### src/rtl/free_list.sv
// Circular FIFO of free physical register tags for rename/dispatch: SS pops and SS pushes per cycle.
// Optional checkpoint restore of the read pointer is enabled by defining FREE_LIST_FLUSH_EN.
module free_list #(
    parameter int SS         = 2,
    parameter int PR_ENTRIES = 64,
    parameter int ARCH_REGS  = 32,
    localparam int DEPTH     = PR_ENTRIES - ARCH_REGS,
    localparam int PTR_W     = $clog2(DEPTH) + 1,
    localparam int IDX_W     = $clog2(PR_ENTRIES)
) (
    input  logic                        clk,
    input  logic                        rst_n,
    input  logic                        pop_free_list,
    output logic [SS-1:0][IDX_W-1:0]    free_list_regs,
    output logic                        can_pop,
    input  logic [SS-1:0]               push_en,
    input  logic [SS-1:0][IDX_W-1:0]    push_regs,
    output logic [PTR_W-1:0]            count,
    output logic [PTR_W-1:0]            head_ptr,
`ifdef FREE_LIST_FLUSH_EN
    input  logic                        flush,
    input  logic [PTR_W-1:0]            flush_head,
`endif
    output logic                        overflow
);

    logic [IDX_W-1:0]          mem [DEPTH];
    logic [PTR_W-1:0]          head;
    logic [PTR_W-1:0]          tail;

    logic                      pop_ok;
    logic [PTR_W-1:0]          rd_ptr;
    logic [SS-1:0][IDX_W-1:0]  rd_data;
    logic [PTR_W:0]            room;
    logic [PTR_W-1:0]          n_push;
    logic [PTR_W-1:0]          wr_ptr;
    logic                      ovf_now;
    logic [SS-1:0]             wr_en;
    logic [PTR_W-2:0]          wr_idx  [SS];
    logic [IDX_W-1:0]          wr_data [SS];

    assign count    = tail - head;
    assign can_pop  = (count >= PTR_W'(SS));
    assign head_ptr = head;

    always_comb begin
        pop_ok  = pop_free_list && (count >= PTR_W'(SS));
`ifdef FREE_LIST_FLUSH_EN
        if (flush) pop_ok = 1'b0;
`endif
        rd_ptr  = '0;
        rd_data = '0;
        for (int k = 0; k < SS; k++) begin
            rd_ptr     = head + PTR_W'(k);
            rd_data[k] = mem[rd_ptr[PTR_W-2:0]];
        end

        // Free slots this cycle include the ones vacated by an accepted pop
        room    = (PTR_W+1)'(DEPTH) - {1'b0, count} + (pop_ok ? (PTR_W+1)'(SS) : '0);
        n_push  = '0;
        wr_ptr  = '0;
        ovf_now = 1'b0;
        wr_en   = '0;
        for (int k = 0; k < SS; k++) begin
            wr_idx[k]  = '0;
            wr_data[k] = '0;
        end
        for (int k = 0; k < SS; k++) begin
            if (push_en[k] && (push_regs[k] != '0)) begin
                if ({1'b0, n_push} < room) begin
                    wr_ptr     = tail + n_push;
                    wr_en[k]   = 1'b1;
                    wr_idx[k]  = wr_ptr[PTR_W-2:0];
                    wr_data[k] = push_regs[k];
                    n_push     = n_push + PTR_W'(1);
                end else begin
                    ovf_now = 1'b1;
                end
            end
        end
    end

    // Tail starts with its wrap bit set so the list comes up full of tags ARCH_REGS..PR_ENTRIES-1
    always_ff @(posedge clk or negedge rst_n) begin
        if (!rst_n) begin
            for (int i = 0; i < DEPTH; i++) begin
                mem[i] <= IDX_W'(ARCH_REGS + i);
            end
            head           <= '0;
            tail           <= {1'b1, {(PTR_W-1){1'b0}}};
            free_list_regs <= '0;
            overflow       <= 1'b0;
        end else begin
            if (pop_ok) begin
                free_list_regs <= rd_data;
                head           <= head + PTR_W'(SS);
            end
`ifdef FREE_LIST_FLUSH_EN
            if (flush) head <= flush_head;
`endif
            tail <= tail + n_push;
            for (int k = 0; k < SS; k++) begin
                if (wr_en[k]) mem[wr_idx[k]] <= wr_data[k];
            end
            if (ovf_now) overflow <= 1'b1;
        end
    end

endmodule

### config.mk
export PLATFORM = sky130hd
export DESIGN_NAME = free_list
export DESIGN_NICKNAME = d
export VERILOG_FILES = /design/src/rtl/free_list.sv
export SDC_FILE = /design/constraint.sdc
export NUM_CORES = 1
export LEC_CHECK = 0
export ABC_AREA = 1
export BUFFER_PORTS_ARGS = -buffer_cell sky130_fd_sc_hd__clkbuf_2
export CORE_ASPECT_RATIO = 1.2
export CORE_MARGIN = 2
export CORE_UTILIZATION = 40
export CTS_CLUSTER_DIAMETER = 80
export CTS_CLUSTER_SIZE = 8
export DETAILED_ROUTE_END_ITERATION = 7
export PLACE_DENSITY = 0.54
export RECOVER_POWER = 100
export SLEW_MARGIN = 10
export SYNTH_ARGS = -nofsm -noshare
export SYNTH_HDL_FRONTEND = slang
export SYNTH_SLANG_ARGS = --single-unit
### constraint.sdc
create_clock -name clk -period 5.5 [get_ports clk]
set_clock_uncertainty 0.1 [all_clocks]
set_input_delay 0.275 -clock clk [delete_from_list [all_inputs] [get_ports clk]]
set_output_delay 0.275 -clock clk [all_outputs]
set_load 0.01 [all_outputs]
Yosys cells after proc, flatten, opt, wreduce, memory -nomap -nowiden
Index checks and enable logic that the tools add are counted.

word-level totals
  register bits after elaboration = 217
  input port bits = 17
  output and inout port bits = 26
  word-level logic and storage cells = 100

cells by class
  add/subtract/negate cells = 8
  magnitude comparators = 9
  mux-type cells = 35
  bitwise logic cells = 4
  reduce and logical (&&, ||, !) cells = 7

operator list
  cell                                                                count
  bitwise mux 192 bit                                                 2
  2-to-1 mux 192 bit                                                  2
  2-to-1 mux 6 bit                                                    12
  binary-select mux 6 bit (select 5 bit)                              2
  demux 6 bit (select 5 bit)                                          2
  greater-or-equal comparator 6 bit (second input constant)           4
  inverter 5 -> 6 bit                                                 4
  2-to-1 mux 5 bit                                                    4
  < comparator 6 x 1 -> 1 bit (second input constant)                 2
  nonzero test 6 bit                                                  2
  2-to-1 mux 1 bit                                                    10
  adder 7 x 2 -> 7 bit                                                1
  < comparator 1 x 7 -> 1 bit (first input constant)                  1
  < comparator 6 x 7 -> 1 bit                                         1
  subtractor 6 x 6 -> 7 bit (first input constant)                    1
  adder 6 x 1 -> 6 bit (second input constant)                        1
  adder 6 x 2 -> 6 bit (second input constant)                        1
  adder 6 bit                                                         1
  greater-or-equal comparator 6 x 2 -> 1 bit (second input constant)  1
  subtractor 6 bit                                                    1
  adder 5 x 1 -> 5 bit (second input constant)                        1
  adder 5 bit                                                         1
  logical AND 1 bit                                                   5
  2-to-1 mux 2 bit                                                    1

Longest topological paths before layout
  depth after elaboration = 18
  depth in mapped cells = 34
  gate-level depth less buffers = 33

Worst setup path before layout
No wires, ideal clock.

  kind = flip-flop to flip-flop
  start = register head[3] (netlist: head_ptr[3])
  end = register tail[4]
  library setup time = 0.079 ns
  data arrival time = 5.100 ns
  data required time = 5.321 ns
  setup slack = 0.221 ns
  cell stages (with the launch flop) = 31
  buffers on the path = 3
  period minus slack after synthesis = 5.279 ns
  cells stage by stage = dfrtp_1 clkbuf_1 inv_1 buf_1 ha_1 a21oi_1 nand3_1 nand2_2 nor2_1 nand3_1 nand2_1 inv_2 clkbuf_1 ha_1 a21o_1 nand2_1 nor2_1 nand2_1 nand2_2 nand3_2 nand2_2 ha_1 nor2_1 nand3_2 ha_1 nand2_1 o21ai_0 ha_1 fa_1 nand3_1 xor2_1

between the ends
  longest elaborated chain between the ends = 12
  elaborated cells between the ends (all ways) = 14
  those cells by class = add/sub: 5; order compare: 3; mux: 5; reduce/logical: 1

RTL lines
  item                                                                        line    source
  start: declaration                                                          28      logic [PTR_W-1:0] head;
  start signal: assignment                                                    96      head <= head + PTR_W'(SS);
  subtractor 6 bit *                                                          42      assign count = tail - head;
  via count[4]                                                                18      output logic [PTR_W-1:0] count,
  greater-or-equal comparator 6 x 2 -> 1 bit *                                -
  via can_pop                                                                 15      output logic can_pop,
  logical AND 1 bit *                                                         47      pop_ok = pop_free_list && (count >= PTR_W'(SS));
  via pop_ok                                                                  31      logic pop_ok;
  2-to-1 mux 2 bit *                                                          59      room = (PTR_W+1)'(DEPTH) - {1'b0, count} + (pop_ok ? (PTR_W+1)'(SS) : '0);
  adder 7 x 2 -> 7 bit *                                                      59
  < comparator 1 x 7 -> 1 bit                                                 70      if ({1'b0, n_push} < room) begin
  2-to-1 mux 1 bit                                                            70
  2-to-1 mux 1 bit                                                            69      if (push_en[k] && (push_regs[k] != '0)) begin
  adder 6 x 1 -> 6 bit / < comparator 6 x 7 -> 1 bit (equally long branches)  75, 70
  2-to-1 mux 6 bit                                                            70
  2-to-1 mux 6 bit *                                                          69
  adder 6 bit *                                                               101     tail <= tail + n_push;
  end signal: assignment                                                      90      tail <= {1'b1, {(PTR_W-1){1'b0}}};
  end signal: assignment                                                      101
  end: declaration                                                            29      logic [PTR_W-1:0] tail;

Mark *: on every way through the listed nets, which the timed path passes. The rest lies on a longest branch.
A chain may end at the register's enable or synchronous reset.

Worst setup path after layout
  start = register tail[1]
  end = register mem[145] (netlist name)

between the ends
  longest elaborated chain between the ends = 18
  elaborated cells between the ends (all ways) = 39
  those cells by class = add/sub: 4; order compare: 7; mux: 23; bitwise: 2; reduce/logical: 3

RTL lines
  item                                                                                                           line  source
  subtractor 6 bit                                                                                               42
  greater-or-equal comparator 6 x 2 -> 1 bit                                                                     47
  logical AND 1 bit                                                                                              47
  2-to-1 mux 2 bit                                                                                               59
  adder 7 x 2 -> 7 bit                                                                                           59
  < comparator 1 x 7 -> 1 bit                                                                                    70
  2-to-1 mux 1 bit                                                                                               70
  2-to-1 mux 1 bit                                                                                               69
  (+2 left out)                                                                                                  -
  2-to-1 mux 5 bit                                                                                               69
  inverter 5 -> 6 bit (not written as such)                                                                      103   if (wr_en[k]) mem[wr_idx[k]] <= wr_data[k];
  greater-or-equal comparator 6 bit (not written as such) / < comparator 6 x 1 -> 1 bit (equally long branches)  103
  logical AND 1 bit (not written as such)                                                                        103
  2-to-1 mux 6 bit (not written as such)                                                                         103
  demux 6 bit (select 5 bit)                                                                                     103
  bitwise mux 192 bit                                                                                            103
  2-to-1 mux 192 bit *                                                                                           103
  end signal: indexed assignment                                                                                 87    mem[i] <= IDX_W'(ARCH_REGS + i);
  end signal: indexed assignment                                                                                 103
  end: declaration                                                                                               27    logic [IDX_W-1:0] mem [DEPTH];

Mark *: on every way between the ends. The rest lies on a longest branch, timed or not.

==> flow_summary_export.csv <==
group,metric,value,unit
logic_synthesis,synth_most_common_cell,"nand2_1",
logic_synthesis,syn_area,13900,µm²
global_route,overflow,0,
floorplan,ios,43,
clock_tree,cts_tree,"yes",
global_route,grt_first_pass_wirelength,78400,µm
critical_path,worst_ep_arrival_time,5.55,ns
clock_tree,numCtsBuffers,30,
route,routedWlPerCell,20.0,µm
power,share_comb_of_total_power,50.3,%
flow_run,maxCapViolations,3,
clock_tree,htree_levels,1,
critical_path,crit_required,5.91,ns
sta,report.final.setup_viol,0,
sta,finalSetupTns,0,ns
power,seq_power_share,30.9,%
critical_path,crit_type,"reg -> reg",
critical_path,cp_max_fo,12,
power,switchingPower,4440,µW
critical_path,crit_path_start_kind,"flop",
global_route,track_usage,28.0,%
logic_synthesis,synth_edf_count,0,
outcome,violations,"capacitance limit, slew limit",
floorplan,core,34100,µm²
sta,slew_viol_final,271,
route,routed_via_density,5.40,
logic_synthesis,synthTopCellsByCount,"nand2_1 (707), nand3_1 (412), inv_1 (254)",
floorplan,die_w,174,µm
layout,drive_gt1_share,12.2,%
logic_synthesis,synthCells,2080,
logic_synthesis,synth_top_area_share,21.4,%
route,vias,13900,
sta,max_freq,0.195,GHz
logic_synthesis,ys_types,33,
place,place_congestion,0.871,
power,p_int,5110,µW
outcome,status,"complete, but fails checks",
logic_synthesis,yosys_warnings,0,
clock_tree,clock-root-buffer,"clkbuf_16",
critical_path,max_stage_delay,0.43,ns
layout,final_nets,2120,
route,drt_wl_total,51300,µm
logic_synthesis,seq_area_frac_synth,40.0,%
clock_tree,clock_latency,0.58,ns
power,ir_drop,326,µV
floorplan,start_util,40.7,%
power,pwr-share-clk,18.8,%
floorplan,dieArea,36200,µm²
power,power.total,9540,µW
layout,fill_cells,3665,
sta,worstMarginPinSlew,2.97,ns
logic_synthesis,synth_top_cell_by_area,"dfstp_2",
place,placed_cell_area,14600,µm²
layout,finalInstanceArea,15500,µm²
route,ant_nets,0,
route,drt-initial-drc-count,1352,
min_path,worstHoldPathType,"in -> reg",
critical_path,worst_path_most_repeated_cell,"nand2_1",
logic_synthesis,synth.ff_latch_count,216,
sta,worst_hold_slack,0.0263,ns
sta,hold_viol,0,
logic_synthesis,synth-main-ff-cell,"dfstp_2",
global_route,first_global_vias,13000,
global_route,grt_antenna_before_repair,0,
power,power_density,617,nW/µm²
logic_synthesis,synthTopCellsByArea,"dfstp_2 (21%), nand2_1 (19%), dfrtp_1 (19%)",
route,first_pass_iters,5,
clock_tree,cts_sinks,216,
clock_tree,clk_path_buf_depth,3,
critical_path,cp_slowest_cell,"fa_1",
place,hpwl,32000,µm
critical_path,endpoint_kind,"flop",
logic_synthesis,synthesis.nets,2111,
route,drc_errors,0,
global_route,grt_max_degree,116,
power,swShare,46.5,%
logic_synthesis,async_reset_ff_share,100,%
floorplan,die_h,208,µm
layout,n_antenna_cell,0,
power,leakage,0.00794,µW
sta,period_minus_slack,5.14,ns
layout,final_core_util,45.4,%
layout,syn_to_final_growth,11.7,%
place,io_buffers,41,
sta,relSlewSlack,-98.2,%
sta,period_share,93.4,%
sta,rsz0062_at_grt,"false",
logic_synthesis,avgSynthCellArea,6.66,µm²
floorplan,rows,74,
clock_tree,clkTransAtPathRegs,0.05,ns
==> worst max-delay path: cells and delay by family, from the launching register on <==
family,cells,cell delay [ns]
buf+inv,6,0.64
fa+ha+maj,4,1.19
compound gates,1,0.25
flops,1,0.38
simple gates,20,2.50
==> registers in the layout, indices dropped and copies added, names as in the netlist <==
register and flops:
free_list_regs 12, overflow 1, tail 6, mem 192, head_ptr 5
==> cell usage in the layout (no fill, tap or decap), types with 23 or more instances in the layout <==
| cell | netlist | routed |
|---|---|---|
| nand2_1 | 707 | 708 |
| o21ai_0 | 101 | 101 |
| dfstp_2 | 113 | 113 |
| buf_4 | 2 | 42 |
| nand3_1 | 412 | 414 |
| clkbuf_2 | 0 | 23 |
| a21oi_1 | 104 | 104 |
| dfrtp_1 | 103 | 101 |
| clkbuf_16 | 0 | 31 |
| nor2_1 | 43 | 33 |
| inv_1 | 254 | 258 |
| clkbuf_1 | 88 | 49 |
| nand4_1 | 31 | 31 |
==> path summary, 6_finish.rpt <==
check / from / endpoint / slack (ns) / cells past startpoint
max in group asynchronous: rst_n / head_ptr[1] / 1.20 / 3
setup / recovery: tail[1] / mem[145] / 0.36 / 31
hold / removal: push_regs[10] / mem[46] / 0.03 / 3
min in group asynchronous: rst_n / mem[126] / 1.00 / 2
setup reg to reg: tail[1] / mem[145] / 0.36 / 31
hold reg to reg: free_list_regs[1] / free_list_regs[1] / 0.39 / 2
==> timing repair <==
| action | in CTS | in global routing |
|---|---|---|
| hold buffers | 4 | 0 |
| setup buffers | 0 | 3 |
| hold endpoints to repair | 53 | 0 |
| setup endpoints to repair | 0 | 103 |
| resized for setup | 0 | 2 |
==> area by class of cell <==
| cell class | instances | area (µm²) | share of cell area (%) |
|---|---|---|---|
| clock buffers | 56 | 870 | 5.62 |
| inverters | 273 | 1020 | 6.62 |
| multi-input cells | 1472 | 6860 | 44.3 |
| flip-flops and latches | 216 | 5550 | 35.9 |
| well taps | 456 | 571 | 3.69 |
| repair buffers | 96 | 608 | 3.93 |
==> power by group through the flow <==
stage / clock network [µW] / registers (µW) / logic, µW
detailed placement: 0 / 2970 / 4760
global placement: 0 / 2950 / 4720
finish: 1800 / 2950 / 4800
CTS: 1830 / 2950 / 4770
floorplan: 0 / 2890 / 3280
global route: 1900 / 3030 / 5410
==> cell families (layout without fill, tap and decap cells) <==
logic type	after synthesis	in the layout	synth area share, %
buf+inv	392	425	10.9
simple gates	1223	1223	38.5
flops	216	216	40.0
other cells	1	1	0.0271
compound gates	222	222	8.46
fa+ha+maj	14	14	1.43
xor+xnor	12	12	0.758
==> per-stage QoR <==
stage                     instances  worst slack [ns]
after floorplan                2080             0.221
after global routing           2569            0.0105
after global placement         2506             0.290
after CTS                      2566             0.250
final                          2569             0.363
after detailed placement       2506             0.250
==> per-layer routing <==
layer / vias up / global-route usage, % / share of wire (%)
li1: 6675 / - / -
met1: 6577 / 37.9 / 44
met2: 530 / 46.2 / 47
met3: 79 / 4.29 / 7.1
met4: 0 / 8.37 / 2.3
met5: - / 0 / 0
Note: power is estimated with default switching activity, not from simulation.
